$ cat src/rtl/btn_debouncer.sv
`timescale 1ns/1ps
// btn_debouncer: sync, debounce and queue U/L/R buttons as key_code events.
// Define BTN_AUTO_REPEAT_EN for hold-to-repeat every REPEAT_MS ticks.
module btn_debouncer #(
  parameter int unsigned DEBOUNCE_MS = 20,
  parameter int unsigned REPEAT_MS   = 250
) (
  input  logic       clk,
  input  logic       rst,
  input  logic       one_ms_tick,
  input  logic       btnU,
  input  logic       btnL,
  input  logic       btnR,
  output logic [1:0] key_code,
  output logic       busy
);

  typedef enum logic {
    IDLE    = 1'b0,
    PRESSED = 1'b1
  } btn_state_e;

  localparam logic [8:0] DEB_LIM = 9'(DEBOUNCE_MS);

  // bit 2 = U, bit 1 = L, bit 0 = R
  logic [2:0] raw;
  logic [2:0] sync1;
  logic [2:0] sync2;

  btn_state_e state_q [3];
  btn_state_e state_d [3];
  logic [7:0] cnt_q [3];
  logic [7:0] cnt_d [3];

  logic [2:0] press_d;
  logic [2:0] press_q;
  logic [2:0] rep_ev;
  logic [2:0] pend_q;
  logic [2:0] pend_d;
  logic [2:0] clr;
  logic [1:0] code_d;

  assign raw = {btnU, btnL, btnR};

  // two-flop synchroniser per button
  always_ff @(posedge clk or negedge rst) begin
    if (!rst) begin
      sync1 <= '0;
      sync2 <= '0;
    end else begin
      sync1 <= raw;
      sync2 <= sync1;
    end
  end

  // debounced state, counters and the registered press strobe
  always_ff @(posedge clk or negedge rst) begin
    if (!rst) begin
      for (int i = 0; i < 3; i++) begin
        state_q[i] <= IDLE;
        cnt_q[i]   <= '0;
      end
      press_q <= '0;
    end else begin
      for (int i = 0; i < 3; i++) begin
        state_q[i] <= state_d[i];
        cnt_q[i]   <= cnt_d[i];
      end
      press_q <= press_d | rep_ev;
    end
  end

  // per-tick debounce count and IDLE/PRESSED transitions
  always_comb begin
    for (int i = 0; i < 3; i++) begin
      state_d[i] = state_q[i];
      cnt_d[i]   = cnt_q[i];
      press_d[i] = 1'b0;
      if (one_ms_tick) begin
        if (sync2[i] == (state_q[i] == PRESSED)) begin
          cnt_d[i] = '0;
        end else if ({1'b0, cnt_q[i]} + 9'd1 >= DEB_LIM) begin
          cnt_d[i] = '0;
          unique case (state_q[i])
            IDLE: begin
              state_d[i] = PRESSED;
              press_d[i] = 1'b1;
            end
            PRESSED: begin
              state_d[i] = IDLE;
            end
          endcase
        end else if (cnt_q[i] != 8'hFF) begin
          cnt_d[i] = cnt_q[i] + 8'd1;
        end
      end
    end
  end

`ifdef BTN_AUTO_REPEAT_EN
  localparam logic [10:0] REP_LIM = 11'(REPEAT_MS);

  logic [9:0] rep_q [3];
  logic [9:0] rep_d [3];

  // repeat timers
  always_ff @(posedge clk or negedge rst) begin
    if (!rst) begin
      for (int i = 0; i < 3; i++) begin
        rep_q[i] <= '0;
      end
    end else begin
      for (int i = 0; i < 3; i++) begin
        rep_q[i] <= rep_d[i];
      end
    end
  end

  // timer runs only while a button stays PRESSED
  always_comb begin
    for (int i = 0; i < 3; i++) begin
      rep_d[i]  = rep_q[i];
      rep_ev[i] = 1'b0;
      if (state_q[i] != PRESSED ||
          state_d[i] != PRESSED) begin
        rep_d[i] = '0;
      end else if (one_ms_tick) begin
        if ({1'b0, rep_q[i]} + 11'd1 >= REP_LIM) begin
          rep_d[i]  = '0;
          rep_ev[i] = 1'b1;
        end else begin
          rep_d[i] = rep_q[i] + 10'd1;
        end
      end
    end
  end
`else
  assign rep_ev = '0;
`endif

  // highest pending flag wins: U, then L, then R
  always_comb begin
    clr    = '0;
    code_d = 2'd0;
    priority case (1'b1)
      pend_q[2]: begin
        clr    = 3'b100;
        code_d = 2'd1;
      end
      pend_q[1]: begin
        clr    = 3'b010;
        code_d = 2'd2;
      end
      pend_q[0]: begin
        clr    = 3'b001;
        code_d = 2'd3;
      end
      default: begin
        clr    = '0;
        code_d = 2'd0;
      end
    endcase
  end

  // a new press on the emitted flag survives the clear
  assign pend_d = (pend_q & ~clr) | press_q;

  // pending flags and registered outputs
  always_ff @(posedge clk or negedge rst) begin
    if (!rst) begin
      pend_q   <= '0;
      key_code <= 2'd0;
      busy     <= 1'b0;
    end else begin
      pend_q   <= pend_d;
      key_code <= code_d;
      busy     <= |pend_q;
    end
  end

endmodule

$ cat config.mk
export PLATFORM = sky130hd
export DESIGN_NAME = btn_debouncer
export DESIGN_NICKNAME = d
export VERILOG_FILES = /design/src/rtl/btn_debouncer.sv
export SDC_FILE = /design/constraint.sdc
export NUM_CORES = 1
export LEC_CHECK = 0
export CORE_MARGIN = 2
export CORE_UTILIZATION = 60
export CTS_CLUSTER_DIAMETER = 80
export DETAILED_ROUTE_END_ITERATION = 12
export GPL_ROUTABILITY_DRIVEN = 0
export PLACE_DENSITY = 0.83
export SETUP_SLACK_MARGIN = 0.4
export SLEW_MARGIN = 20
export SYNTH_ARGS = -nofsm -noshare
export SYNTH_HDL_FRONTEND = slang
export SYNTH_SLANG_ARGS = --single-unit
$ cat constraint.sdc
create_clock -name clk -period 3.3 [get_ports clk]
set_input_delay 0.66 -clock clk [delete_from_list [all_inputs] [get_ports clk]]
set_output_delay 0.66 -clock clk [all_outputs]
set_load 0.03 [all_outputs]
==> metrics.md <==
| Metric | Value |
|---|---|
| EDFF count, synth | 0 |
| DR DRC count | 0 |
| FP Rows | 21 |
| Switching Fraction | 25.9% |
| Starting DRC count in detailed routing | 48 |
| Hold buffer count at cts | 0 |
| Wirelength, routed | approximately 3.7 mm |
| Least-Margin Pin Slew | 0.888 ns |
| CP Launch Type | flop |
| Diodes inserted | 0 |
| Total grt overflow | 0 |
| Critical Path End Type | flop |
| CTS clk-pin slew, worst paths | 0.13 ns |
| Combinational cell fraction of total power | under 10% |
| Unrepaired setup endpoints after global routing | false |
| Async S/R FF share, synth | 100% |
| Routed vias/inst | 6.09 |
| Leakage | 1.03 nW |
| Highest clock rate | 476 MHz |
| TritonRoute pass-1 iters | 4 |
| GRT Resource Usage Total | 21.5% |
| Syn Area/Cell | 12.0 sq um |
| Status | completed |
| Worst EP required | 3.54 ns |
| WHS | 0.360 ns |
| Clock sink count | 42 |
| Slew HR | 40.8% |
| Metal-1 WL | 1.65 mm |
| Max Buffers Root-to-Sink | 2 |
| Num CTS Buffers | 5 |
| Initial antenna violation count | 0 |
| Fin Clk Skew | 0.0192 ns |
| Post-cts sizing count | 0 |
| Cells after Synth | 172 |
| Largest net degree at the start of global routing | 43 |
| DIE AREA | 3920 sq um |
| DR vias | 1414 |
| MaxCap Viol Count | 0 |
| Core Util, Final | around 68% |
| YS warnings | 0 |
| Area Growth Syn to Fin | 8.87% |
| Kind of critical path | reg2reg |
| FILL cells | 264 |
| Max-slew violation count | 0 |
| Starting Density | ~62% |
| Synth Net Count | 181 |
| CTS tree | done |
| Tcrit/Tclk final | around 64% |
| Number of global-route vias before repair | 1441 |
| Vert. Die Dim | roughly 63 microns |
| Hold Crit Class | reg2reg |
| Final min period | 2.10 ns |
| Final Cell Area | approximately 2200 sq um |
| WP data arrival | approximately 2.4 ns |
| Synthesized flop and latch total | between 40 and 50 |
| Setup TNS | 0 ns |
| Post-synthesis sequential area ratio | 51.0% |
| Final Power | 0.000866 W |
| Share of cells above drive strength 1 | about 16% |
| Peak VDD IR | 0.257 mV |
| Post-Syn Area | 2060 sq um |
| H-tree depth | 2 |
| Final-report setup violation count | 0 |
| Met3 WL | just over 100 microns |
| Ys flop type | dfrtp_1 |
| Placed Area | 2190 sq um |
| ANT nets after route | 0 |
| Nets | 195 |
| Clock power frac | 27.2% |
| Worst-Skew Late Latency | 0.36 ns |
| IO buf count | 8 |
| WL/cell | 16.0 microns |
| Sequential share of power | 63.6% |
| DPL Wire Length | roughly 2.7 mm |
| # IOs | 9 |
| Core Area | about 3300 sq um |
| WL met2 | 1.90 mm |
| P_int | 0.000642 W |
| Highest metal used | met4 |
| Final Hold Viols | 0 |
| Netlist cell types | between 50 and 60 |
| Root Buffer | clkbuf_4 |
| Power density over the cells | about 390 nW/um^2 |
| Postcts setup bufs | 0 |
| Switching power | 0.000225 W |
| CP Max Fanout | 7 |
| Die W | 62.6 microns |
| First-pass GRT wire length | 6.59 mm |
-- state kept, by name, summed over array words and instances, names as in the netlist --
register and flops:
state_q 3, sync2 3, sync1 3, cnt_q 24
pend_q 3, key_code 2, press_q 3, busy 1
-- cell usage in the layout (no fill, tap or decap), types with 2 or more instances in the layout --
| master | n |
|---|---|
| a21o_1 | 2 |
| a21oi_1 | 2 |
| a22o_1 | 6 |
| a31oi_1 | 5 |
| and2_1 | 2 |
| and2b_1 | 2 |
| and3_1 | 4 |
| buf_4 | 2 |
| clkbuf_4 | 5 |
| clkdlybuf4s50_1 | 7 |
| clkinv_2 | 2 |
| dfrtp_1 | 42 |
| ha_1 | 3 |
| inv_1 | 7 |
| mux2_1 | 2 |
| mux2_2 | 2 |
| mux2_4 | 2 |
| mux2i_1 | 3 |
| nand2_1 | 11 |
| nand2b_1 | 2 |
| nand3_1 | 7 |
| nand3b_1 | 2 |
| nand4_1 | 2 |
| nor2_1 | 5 |
| nor2b_1 | 12 |
| nor3_1 | 3 |
| nor3b_1 | 3 |
| o21ai_0 | 3 |
| o31ai_1 | 4 |
| o41ai_1 | 2 |
| o41ai_4 | 2 |
| or3_1 | 3 |
| xor2_1 | 2 |
-- routing by layer --
layer | up-vias | GRT usage (%)
li1 | 669 | -
met1 | 712 | 27.1
met2 | 27 | 35.5
met3 | 6 | 3.42
met4 | 0 | 11.9
met5 | - | 0
-- logic make-up after synthesis --
logic type	Yosys count	synth area share (%)
simple gates	65	20.1
buf+inv	11	2.07
flops	42	51.0
fa+ha+maj	3	1.82
mux	9	5.10
xor+xnor	3	1.28
compound gates	39	18.6
-- power groups by stage --
stage | logic, W | registers (W) | clock network, W
floorplan | 0.0000520 | 0.000554 | 0
global placement | 0.0000736 | 0.000558 | 0
detailed placement | 0.0000801 | 0.000560 | 0
CTS | 0.0000803 | 0.000550 | 0.000239
global route | 0.0000875 | 0.000554 | 0.000262
finish | 0.0000792 | 0.000551 | 0.000236
-- metrics by stage --
stage / cells / setup slack (ns)
after CTS: 232 / 1.19
after global placement: 225 / 1.01
after global routing: 232 / 1.08
after floorplan: 172 / 1.43
final: 232 / 1.20
after detailed placement: 225 / 0.955
-- cells in the mapped netlist (all sizes together) (3+ instances only) --
library cell	n	area, sq um
dfrtp	42	1050
nor2b	12	75.1
nand2	11	41.3
inv	7	26.3
nand3	7	35.0
a22o	6	52.6
mux2	6	75.1
o31ai	6	63.8
a31oi	5	31.3
and3	5	32.5
nor2	5	18.8
o21ai	5	28.8
o41ai	5	88.8
nor3	4	25.0
a21oi	3	18.8
and2	3	21.3
ha	3	37.5
mux2i	3	30.0
nor3b	3	22.5
or3	3	18.8
-- path summary, 6_finish.rpt --
check	end	slack, ns	depth (start not counted)	startpoint
setup / recovery	state_q[0]	1.20	6	cnt_q[0]
hold / removal	sync2[0]	0.36	0	sync1[0]
setup reg to reg	state_q[0]	1.20	6	cnt_q[0]
hold reg to reg	sync2[0]	0.36	0	sync1[0]
max in group asynchronous	state_q[2]	2.33	1	rst
min in group asynchronous	key_code[1]	0.40	1	rst
-- critical path, cell delays in order, from the launching register on --
cell	delay [ns]
dfrtp_1	0.42
ha_1	0.32
nand2_1	0.09
a21oi_1	0.23
o32ai_4	0.21
o41ai_4	0.36
mux2_1	0.36
-- area by class of cell --
class                   instances  area (sq um)  area share, %
clock buffers                   5          37.5           1.67
clock inverters                 2          10.0          0.446
inverters                       8          30.0           1.34
multi-input cells             119           966           43.1
flip-flops and latches         42          1050           46.9
well taps                      46          57.6           2.57
repair buffers                 10          90.1           4.02
Note: power is estimated with default switching activity, not from simulation.
